### src/rtl/regfile_read_arbiter_pkg.sv
// Shared definitions for the register-file read arbiter slice.
// Holds the default widths of the 32-entry register file and the
// encoding of the read FSM.
package regfile_read_arbiter_pkg;

  localparam int unsigned RF_ADDR_W = 5;
  localparam int unsigned RF_DATA_W = 32;

  typedef enum logic [1:0] {
    IDLE   = 2'd0,
    SETTLE = 2'd1,
    RESP   = 2'd2
  } state_t;

endpackage

### src/rtl/regfile_read_arbiter_if.sv
// Requester-side bus of the register-file read arbiter.
//   req       : per-requester read request (level)
//   req_addr  : per-requester address, slice i = [i*ADDR_W +: ADDR_W]
//   gnt       : one-hot, one-cycle grant pulse
//   rsp_valid : one-cycle pulse, rsp_id/rsp_data valid
//   rsp_id    : index of the requester being answered
//   rsp_data  : captured read data
//   busy      : a read is in progress
// master = requester side, slave = arbiter side.
interface regfile_read_arbiter_if #(
  parameter int unsigned NUM_REQ = 4,
  parameter int unsigned ADDR_W  = 5,
  parameter int unsigned DATA_W  = 32
);
  localparam int unsigned ID_W = $clog2(NUM_REQ);

  logic [NUM_REQ-1:0]        req;
  logic [NUM_REQ*ADDR_W-1:0] req_addr;
  logic [NUM_REQ-1:0]        gnt;
  logic                      rsp_valid;
  logic [ID_W-1:0]           rsp_id;
  logic [DATA_W-1:0]         rsp_data;
  logic                      busy;

  modport master (
    output req, req_addr,
    input  gnt, rsp_valid, rsp_id, rsp_data, busy
  );

  modport slave (
    input  req, req_addr,
    output gnt, rsp_valid, rsp_id, rsp_data, busy
  );
endinterface

### src/rtl/regfile_read_arbiter_rr_pick.sv
// rr_pick: combinational round-robin picker.
//   req     : request vector
//   ptr     : index with the highest priority
//   winner  : first asserted request scanning ptr, ptr+1, ... mod NUM_REQ
//   any_req : at least one request asserted
// Shared with the write-port arbiter.
module rr_pick #(
  parameter int unsigned NUM_REQ = 4,
  parameter int unsigned ID_W    = $clog2(NUM_REQ)
) (
  input  logic [NUM_REQ-1:0] req,
  input  logic [ID_W-1:0]    ptr,
  output logic [ID_W-1:0]    winner,
  output logic               any_req
);

  always_comb begin
    int unsigned idx;
    idx     = 0;
    winner  = '0;
    any_req = 1'b0;
    for (int unsigned k = 0; k < NUM_REQ; k++) begin
      idx = int'(ptr) + k;
      if (idx >= NUM_REQ) idx = idx - NUM_REQ;
      if (!any_req && req[idx[ID_W-1:0]]) begin
        any_req = 1'b1;
        winner  = idx[ID_W-1:0];
      end
    end
  end

endmodule

### src/rtl/regfile_read_arbiter.sv
// regfile_read_arbiter: shares one register-file read port among NUM_REQ
// requesters. The port is a bank of 32-to-1 gate-level mux slices with a
// common select, so a read drives mux_sel, holds it SETTLE_CYCLES cycles
// for the slices to settle, captures mux_data and returns it with the
// requester index. Round-robin arbitration, one read in flight.
//   clk, rst_n : clock (rising edge), asynchronous active-low reset
//   bus        : requester bus (req/req_addr/gnt/rsp_*/busy), slave side
//   mux_sel    : registered common select to the mux slices
//   mux_data   : combined output of the mux slices
import regfile_read_arbiter_pkg::*;

module regfile_read_arbiter #(
  parameter int unsigned NUM_REQ       = 4,
  parameter int unsigned ADDR_W        = RF_ADDR_W,
  parameter int unsigned DATA_W        = RF_DATA_W,
  parameter int unsigned SETTLE_CYCLES = 2,
  parameter bit          ZERO_R0       = 1'b1
) (
  input  logic                   clk,
  input  logic                   rst_n,
  regfile_read_arbiter_if.slave  bus,
  output logic [ADDR_W-1:0]      mux_sel,
  input  logic [DATA_W-1:0]      mux_data
);

  localparam int unsigned ID_W  = $clog2(NUM_REQ);
  localparam int unsigned CNT_W = (SETTLE_CYCLES > 1) ? $clog2(SETTLE_CYCLES) : 1;

  state_t              state_q, state_d;
  logic [CNT_W-1:0]    cnt_q, cnt_d;
  logic [ID_W-1:0]     ptr_q, ptr_d;
  logic [ID_W-1:0]     win_q, win_d;
  logic                zero_q, zero_d;
  logic [ADDR_W-1:0]   sel_q, sel_d;
  logic [NUM_REQ-1:0]  gnt_q, gnt_d;
  logic                vld_q, vld_d;
  logic [ID_W-1:0]     id_q, id_d;
  logic [DATA_W-1:0]   data_q, data_d;

  logic [ID_W-1:0]     pick_w;
  logic                pick_any;
  logic [ADDR_W-1:0]   addr_arr [NUM_REQ];

  for (genvar i = 0; i < NUM_REQ; i++) begin : g_addr
    assign addr_arr[i] = bus.req_addr[i*ADDR_W +: ADDR_W];
  end

  rr_pick #(
    .NUM_REQ (NUM_REQ),
    .ID_W    (ID_W)
  ) u_pick (
    .req     (bus.req),
    .ptr     (ptr_q),
    .winner  (pick_w),
    .any_req (pick_any)
  );

  always_ff @(posedge clk or negedge rst_n) begin
    if (!rst_n) begin
      state_q <= IDLE;
      cnt_q   <= '0;
      ptr_q   <= '0;
      win_q   <= '0;
      zero_q  <= 1'b0;
      sel_q   <= '0;
      gnt_q   <= '0;
      vld_q   <= 1'b0;
      id_q    <= '0;
      data_q  <= '0;
    end else begin
      state_q <= state_d;
      cnt_q   <= cnt_d;
      ptr_q   <= ptr_d;
      win_q   <= win_d;
      zero_q  <= zero_d;
      sel_q   <= sel_d;
      gnt_q   <= gnt_d;
      vld_q   <= vld_d;
      id_q    <= id_d;
      data_q  <= data_d;
    end
  end

  always_comb begin
    state_d = state_q;
    cnt_d   = cnt_q;
    ptr_d   = ptr_q;
    win_d   = win_q;
    zero_d  = zero_q;
    sel_d   = sel_q;
    gnt_d   = '0;
    vld_d   = 1'b0;
    id_d    = id_q;
    data_d  = data_q;

    unique case (state_q)
      IDLE: begin
        if (pick_any) begin
          gnt_d   = NUM_REQ'(1) << pick_w;
          sel_d   = addr_arr[pick_w];
          win_d   = pick_w;
          zero_d  = (addr_arr[pick_w] == '0);
          cnt_d   = CNT_W'(SETTLE_CYCLES - 1);
          state_d = SETTLE;
        end
      end
      SETTLE: begin
        if (cnt_q != '0) begin
          cnt_d = cnt_q - 1'b1;
        end else begin
          data_d  = (ZERO_R0 && zero_q) ? '0 : mux_data;
          id_d    = win_q;
          vld_d   = 1'b1;
          state_d = RESP;
        end
      end
      RESP: begin
        // The requester just served drops to the lowest priority.
        ptr_d   = (win_q == ID_W'(NUM_REQ - 1)) ? '0 : win_q + 1'b1;
        state_d = IDLE;
      end
      default: state_d = IDLE;
    endcase
  end

  assign mux_sel       = sel_q;
  assign bus.gnt       = gnt_q;
  assign bus.rsp_valid = vld_q;
  assign bus.rsp_id    = id_q;
  assign bus.rsp_data  = data_q;
  assign bus.busy      = (state_q != IDLE);

endmodule

### src/flat_wrapper.sv
// flat-port wrapper written by rule: the top's interface ports become plain ports
module regfile_read_arbiter_flat 
#(
  parameter int unsigned NUM_REQ       = 4,
  parameter int unsigned ADDR_W        = RF_ADDR_W,
  parameter int unsigned DATA_W        = RF_DATA_W,
  parameter int unsigned SETTLE_CYCLES = 2,
  parameter bit          ZERO_R0       = 1'b1
)
  (clk, rst_n, mux_sel, mux_data, bus_req, bus_req_addr, bus_gnt, bus_rsp_valid, bus_rsp_id, bus_rsp_data, bus_busy);
  regfile_read_arbiter_if #(.NUM_REQ(NUM_REQ), .ADDR_W(ADDR_W), .DATA_W(DATA_W)) bus_i ();
  input  logic clk;
  input  logic rst_n;
  output logic [ADDR_W-1:0] mux_sel;
  input  logic [DATA_W-1:0] mux_data;
  input wire logic [$bits(bus_i.req)-1:0] bus_req;
  input wire logic [$bits(bus_i.req_addr)-1:0] bus_req_addr;
  output wire logic [$bits(bus_i.gnt)-1:0] bus_gnt;
  output wire logic [$bits(bus_i.rsp_valid)-1:0] bus_rsp_valid;
  output wire logic [$bits(bus_i.rsp_id)-1:0] bus_rsp_id;
  output wire logic [$bits(bus_i.rsp_data)-1:0] bus_rsp_data;
  output wire logic [$bits(bus_i.busy)-1:0] bus_busy;
  assign bus_i.req = bus_req;
  assign bus_i.req_addr = bus_req_addr;
  assign bus_gnt = bus_i.gnt;
  assign bus_rsp_valid = bus_i.rsp_valid;
  assign bus_rsp_id = bus_i.rsp_id;
  assign bus_rsp_data = bus_i.rsp_data;
  assign bus_busy = bus_i.busy;
  regfile_read_arbiter #(.NUM_REQ(NUM_REQ), .ADDR_W(ADDR_W), .DATA_W(DATA_W), .SETTLE_CYCLES(SETTLE_CYCLES), .ZERO_R0(ZERO_R0)) u_core (.clk(clk), .rst_n(rst_n), .bus(bus_i), .mux_sel(mux_sel), .mux_data(mux_data));
endmodule
### config.mk
export PLATFORM = sky130hd
export DESIGN_NAME = regfile_read_arbiter_flat
export DESIGN_NICKNAME = d
export VERILOG_FILES = /design/src/rtl/regfile_read_arbiter_pkg.sv /design/src/rtl/regfile_read_arbiter_if.sv /design/src/rtl/regfile_read_arbiter_rr_pick.sv /design/src/rtl/regfile_read_arbiter.sv /design/src/flat_wrapper.sv
export SDC_FILE = /design/constraint.sdc
export NUM_CORES = 1
export LEC_CHECK = 0
export BUFFER_PORTS_ARGS = -buffer_cell sky130_fd_sc_hd__buf_2
export CAP_MARGIN = 20
export CORE_UTILIZATION = 50
export DETAILED_ROUTE_END_ITERATION = 8
export PLACE_DENSITY = 0.84
export SLEW_MARGIN = 20
export SYNTH_ARGS = -nofsm -noshare
export SYNTH_HDL_FRONTEND = slang
export SYNTH_SLANG_ARGS = --single-unit
### constraint.sdc
create_clock -name clk -period 3.7 [get_ports clk]
set_input_delay 0.74 -clock clk [delete_from_list [all_inputs] [get_ports clk]]
set_output_delay 0.74 -clock clk [all_outputs]
set_load 0.05 [all_outputs]
==> summary.json, run 1 <==
{
  "run_status": {
    "status": "finished, final reports clean"
  },
  "timing": {
    "final_setup_slack_of_the_worst_path_ns": 1.50,
    "max_slew_violation_count": 0,
    "worst_pin_slew_ns": 0.990,
    "finalClockSkew_ns": 0.0144,
    "finalHoldViolCount": 0,
    "post-route-min-period_ns": 2.20,
    "setup_tns_ns": 0,
    "fin_crit_sh_pct": 59.5,
    "rsz_0062_raised_after_global_routing": "no",
    "setup_viol_count_final": 0,
    "maxClockFrequency_mhz": 454,
    "worst_slew_margin_rel_pct": 34.0
  },
  "pwr": {
    "power_leakage_uw": 0.00159,
    "design_power_total_uw": 3060,
    "cellPowerDensity_nw_per_um2": 1040,
    "max-vdd-ir-drop_mv": 0.507
  },
  "floorplan": {
    "ios": 103,
    "core_area_um2": 4410,
    "initial_core_util_pct": 52.6,
    "floorplan.die_area_um2": 4920,
    "die_extent_in_x_um": 70.1,
    "row_count": 24,
    "die_y_um": 70.1
  },
  "worst_hold_path": {
    "hold_path_startpoint": "u_core.bus.rsp_data[0]",
    "worst_hold_path_type": "reg2reg",
    "hold_end": "u_core.bus.rsp_data[0]",
    "whs_path_depth": 2
  },
  "drt": {
    "ratio_of_routed_vias_to_standard_cells": 5.01,
    "drc_errors": 0,
    "drt-pass1-iter-count": 4,
    "wl_mm": 4.69,
    "detail_route.iter0.violations": 98,
    "antenna_violating_nets_post_route": 0,
    "detail_route.wl_per_cell_um": 12.2,
    "routed-via-count": 1924
  },
  "critical_path": {
    "timing.critical_path.required_ns": 3.91,
    "r2r_slack_ns": 1.50,
    "worst_ep_arrival_time_ns": 2.41,
    "critical_path_class": "reg2reg",
    "crit_path_end_kind": "flip-flop",
    "r2r_start": "u_core.ptr_q[1]",
    "worst-r2r-cell-count": 7,
    "crit_path_start_kind": "flip-flop",
    "worst_r2r_endpoint": "u_core.zero_q",
    "worst-path-max-fanout": 12
  },
  "yosys": {
    "syn-num-nets": 294,
    "synth-seq-cells": 52,
    "post_synth_inst_count": 235,
    "syn_area_per_cell_um2": 9.88,
    "synth.yosys.seq_area_share_pct": 56.1,
    "yosys_warnings": 0,
    "synth_cell_types": 27,
    "syn_area_um2": 2320
  },
  "cells_and_area": {
    "layout.cells.most_common": "buf_2",
    "flow.area_growth_from_synthesis_pct": 26.6,
    "regArea_um2": 1300,
    "multiInputGateArea_um2": 947,
    "filler_instances": 393,
    "mostFrequentLayoutCells": "102 x buf_2, 52 x dfrtp_1, 50 x nand2_1, 35 x nand2b_1, 34 x o21ai_0",
    "layout-drive-gt1-share_pct": 37.0,
    "num_antenna_cells": 0,
    "final_util_pct": 66.6,
    "num-nets-final": 390
  },
  "clock_network": {
    "holdBufCountCts": 0,
    "tritoncts": "built",
    "cts.htree.levels": 2,
    "post_cts.resized_instances": 0,
    "cts_sinks": 52,
    "number_of_clock_buffers_inserted_by_tritoncts": 5,
    "clk_path_buf_depth": 2,
    "clock_root_buffer": "clkbuf_8",
    "worst_skew_pair.late_latency_ns": 0.31,
    "worst_path_clk_slew_ns": 0.09,
    "post_cts.repair.setup_buffers": 0
  },
  "place": {
    "place_congestion": 0.814,
    "worst_slack_at_placement_ns": 1.21,
    "io_buffer_count": 102,
    "half_perimeter_wire_length_of_the_detailed_placement_result_mm": 3.46
  },
  "global_routing": {
    "grt_usage_pct": 20.2,
    "first_global_vias": 1881,
    "global_route_wire_length_before_repair_mm": 7.87,
    "grt_antenna_before_repair": 0,
    "grt_start_max_net_pins": 69,
    "gr-total-overflow": 0
  },
  "flow_run": {
    "timing.max_cap.violations": 0
  }
}
worst max-delay path by stage:
| stage | cells past startpoint | endpoint | slack [ns] | from |
|---|---|---|---|---|
| 2_1_floorplan | 8 | u_core.zero_q | 1.69 | bus_req[2] |
| 3_3_place_gp | 8 | u_core.zero_q | 1.29 | bus_req[2] |
| 3_5_place_dp | 8 | u_core.zero_q | 1.21 | bus_req[2] |
| 4_1_cts | 7 | u_core.zero_q | 1.51 | u_core.ptr_q[1] |
| 5_1_grt | 7 | u_core.zero_q | 1.33 | u_core.ptr_q[1] |
| 6_report | 7 | u_core.zero_q | 1.50 | u_core.ptr_q[1] |
cells by family after synthesis:
family          synth area share (%)
compound gates                  12.0
mux                             7.65
simple gates                    20.6
flops                           56.1
buf+inv                         3.13
fa+ha+maj                      0.539
worst max-delay path, stage by stage, from the launching register on:
cell and delay [ns]:
dfrtp_1 0.48, mux2i_1 0.24, o22ai_2 0.12, nor2_2 0.57, mux2i_1 0.26, mux2_2 0.18
nand2_1 0.06, o31ai_2 0.21
flip-flops by register name, summed over array words and instances, names as in the netlist:
register              flops
u_core.bus.rsp_data      32
u_core.mux_sel            5
u_core.bus.gnt            4
u_core.bus.rsp_id         2
u_core.ptr_q              2
u_core.state_q            2
u_core.win_q              2
u_core.bus.rsp_valid      1
u_core.cnt_q              1
u_core.zero_q             1
Yosys cell counts (all sizes together):
| library cell | n | area [µm²] |
|---|---|---|
| inv | 3 | 11.3 |
| o31ai | 2 | 20.0 |
| mux2i | 11 | 110 |
| clkbuf | 11 | 41.3 |
| nand3 | 1 | 5.00 |
| o22ai | 2 | 25.0 |
| or3 | 1 | 6.26 |
| o22a | 1 | 8.76 |
| nand2b | 35 | 219 |
| o21ai | 38 | 190 |
| nor2 | 6 | 25.0 |
| nor4 | 1 | 6.26 |
| ha | 1 | 12.5 |
| nor3 | 2 | 10.0 |
| a21oi | 4 | 20.0 |
| buf | 3 | 20.0 |
| mux2 | 6 | 67.6 |
| nand2 | 50 | 188 |
| or2 | 3 | 18.8 |
| o21a | 2 | 15.0 |
| dfrtp | 52 | 1300 |
stage by stage:
step                      instances  area, µm²  hold WS, ns
final                           384       2940        0.479
after CTS                       384       2940        0.485
after global routing            384       2940        0.507
after global placement          376       2840        0.455
after floorplan                 235       2320        0.444
after detailed placement        376       2840        0.465
final cells by class:
cell class / instances / area share (%)
Clock buffer: 6 / 2.81
Tap cell: 52 / 2.21
Clock inverter: 2 / 0.468
Multi-Input combinational cell: 166 / 32.2
Inverter: 3 / 0.383
Sequential cell: 52 / 44.3
Timing Repair Buffer: 103 / 17.6
power by group:
part           internal (µW)  switching, µW  total (µW)
Combinational            445           1280        1730
Sequential               838            160         998
Clock                    153            182         335
layer usage:
metal	share of wire, %	routed length [µm]	track usage (%)	vias up
met5	0	0	0	-
met4	2.5	116	8.22	0
met3	4.1	193	4.76	13
met2	52	2430	37.3	57
met1	42	1950	22.1	890
li1	-	-	-	964
Power figures use the tool's default switching activity.
==> run 2, diff against run 1 <==
Settings changed: CORE_UTILIZATION 50 to 42, PLACE_DENSITY 0.84 to 0.75.
Clock period 3.7 ns to 2 ns, I/O delays scaled along.
==> run 2 against run 1 <==
Against the previous run: sequential share of layout area shrank 1.6 points; hold slack got worse by 0.41 ns; critical path depth up 1; cell count up 6.0%; die area increased by 18%; core utilization decreased by 8.0 points; design area up 3.7%; combinational power grew 94%; worst setup slack got worse by 1.3 ns; clock skew down 0.0013 ns; clock-buffer cell count unchanged; sequential power grew 84%; largest power group unchanged; highest routed layer unchanged.
==> summary.json, run 2 (synthesis gave the netlist of run 1 again) <==
{
  "place": {
    "half_perimeter_wire_length_of_the_detailed_placement_result_mm": 3.81,
    "place_congestion": 0.831,
    "post_dp_cell_area_um2": 2930,
    "io_buffer_count": 102
  },
  "drt": {
    "detail_route.iter0.violations": 81,
    "drc_errors": 0,
    "routed-via-count": 1931,
    "detail_route.wl_per_cell_um": 12.5,
    "antenna_violating_nets_post_route": 0,
    "wl_mm": 5.09,
    "ratio_of_routed_vias_to_standard_cells": 4.74,
    "drt-pass1-iter-count": 4
  },
  "global_routing": {
    "gr-total-overflow": 0,
    "grt_start_max_net_pins": 53,
    "grt_usage_pct": 19.2,
    "grt_antenna_before_repair": 0,
    "global_route_wire_length_before_repair_mm": 8.89,
    "first_global_vias": 1901
  },
  "critical_path": {
    "crit_path_end_kind": "flip-flop",
    "longest_individual_stage_delay_on_the_worst_path_ns": 0.41,
    "critical_path_class": "reg2reg",
    "worst-path-max-fanout": 12,
    "crit_path_start_kind": "flip-flop",
    "worst_ep_arrival_time_ns": 2.03,
    "critical_path_buf_inv_count": 1,
    "cpLargestDelayFamily": "multiplexers",
    "crit_path_cell_trace": "mux2i_1 > o22ai_2 > nor2_2 > buf_12 > mux2i_1 > mux2_2 > nand3_1 > o31ai_2",
    "timing.critical_path.required_ns": 2.20,
    "path_common_cell": "mux2i_1",
    "slowest_library_cell_on_the_worst_path": "dfrtp_2"
  },
  "cells_and_area": {
    "multiInputGateArea_um2": 947,
    "layout.cells.most_common": "buf_2",
    "stdcell_area_um2": 3050,
    "flow.area_growth_from_synthesis_pct": 31.4,
    "num-nets-final": 395,
    "layout-drive-gt1-share_pct": 38.0,
    "largest_register_ffs": 32,
    "mostFrequentLayoutCells": "102 x buf_2, 51 x dfrtp_1, 50 x nand2_1, 35 x nand2b_1, 34 x o21ai_0",
    "regArea_um2": 1300,
    "filler_instances": 476,
    "num_antenna_cells": 0,
    "final_util_pct": 58.6
  },
  "worst_hold_path": {
    "worst_hold_path_type": "in2async"
  },
  "clock_network": {
    "clock_root_buffer": "clkbuf_8",
    "number_of_clock_buffers_inserted_by_tritoncts": 5,
    "cts.htree.levels": 2,
    "tritoncts": "built",
    "clk_path_buf_depth": 2,
    "holdBufCountCts": 0,
    "worst_skew_pair.late_latency_ns": 0.30,
    "worst_path_clk_slew_ns": 0.09,
    "cts_sinks": 52
  },
  "timing": {
    "setup_tns_ns": 0,
    "post-route-min-period_ns": 1.83,
    "maxClockFrequency_mhz": 547,
    "max_slew_violation_count": 0,
    "fin_crit_sh_pct": 91.5,
    "worst_slew_margin_rel_pct": 45.9,
    "finalHoldViolCount": 0,
    "worst_pin_slew_ns": 0.811,
    "finalClockSkew_ns": 0.0131,
    "setup_viol_count_final": 0,
    "rsz_0062_raised_after_global_routing": "no"
  },
  "pwr": {
    "max-vdd-ir-drop_mv": 0.949,
    "design_power_total_uw": 5900,
    "cellPowerDensity_nw_per_um2": 1930,
    "power_leakage_uw": 0.00163
  },
  "floorplan": {
    "die_extent_in_x_um": 76.3,
    "die_y_um": 76.3,
    "ios": 103,
    "row_count": 26,
    "initial_core_util_pct": 44.6,
    "core_area_um2": 5200,
    "floorplan.die_area_um2": 5830
  },
  "run_status": {
    "status": "finished, final reports clean"
  },
  "flow_run": {
    "timing.max_cap.violations": 0
  }
}
## run 2: cell types whose count changed in the layout (fill, tap and decap cells not counted), sizes merged
cell / before / now
buf: 103 / 108
bufinv: 0 / 1
inv: 4 / 3
## run 2: area by class of cell
class	instances	share of cell area, %
Tap cell	70	2.87
Multi-Input combinational cell	166	31.1
Sequential cell	52	42.7
Timing Repair Buffer	108	19.5
Clock inverter	2	1.15
Inverter	3	0.369
Clock buffer	6	2.38
## run 2: layer usage
layer,global-route usage [%],share of wire [%],up-vias,wire length [µm]
li1,-,-,973,-
met5,0,0,-,0
met2,33.2,52,54,2640
met4,11.2,3.6,0,184
met3,2.87,3.2,17,164
met1,22.7,41,887,2100
## run 2: worst register-to-register path, stage by stage, from the launching register on
cell,delay [ns]
dfrtp_2,0.41
mux2i_1,0.23
o22ai_2,0.12
nor2_2,0.14
buf_12,0.16
mux2i_1,0.21
mux2_2,0.19
nand3_1,0.09
o31ai_2,0.18
## run 2: final timing paths
path	from	endpoint	slack [ns]	cells past startpoint
worst max-delay path	u_core.ptr_q[1]	u_core.zero_q	0.17	8
worst max register to register	u_core.ptr_q[1]	u_core.zero_q	0.17	8
worst min register to register	u_core.bus.rsp_id[0]	u_core.bus.rsp_id[0]	0.48	2
worst min-delay path	rst_n	u_core.bus.gnt[0]	0.07	2
min in group clk	mux_data[8]	u_core.bus.rsp_data[8]	0.34	3
max in group asynchronous	rst_n	u_core.mux_sel[2]	1.68	2
## run 2: stage by stage
step	std cells	hold slack [ns]	setup WS, ns
6_report	407	0.0727	0.171
5_1_grt	407	0.0794	0.00893
4_1_cts	406	0.0837	0.0506
3_5_place_dp	398	0.416	0.0867
3_3_place_gp	398	0.409	0.209
2_1_floorplan	235	0.104	0.148
## run 2: repair_timing
action / 4_1_cts / 5_1_grt
setup endpoints to repair: 0 / 1
hold endpoints to repair: 0 / 0
buffers inserted: 0 / 1
gates resized for setup: 0 / 1
## run 2: report_power, final
group          leakage (µW)  switching [µW]  total (µW)  internal [µW]
Combinational      0.000929            2440        3360            924
Sequential         0.000649             289        1840           1550
Clock             0.0000552             325         697            372
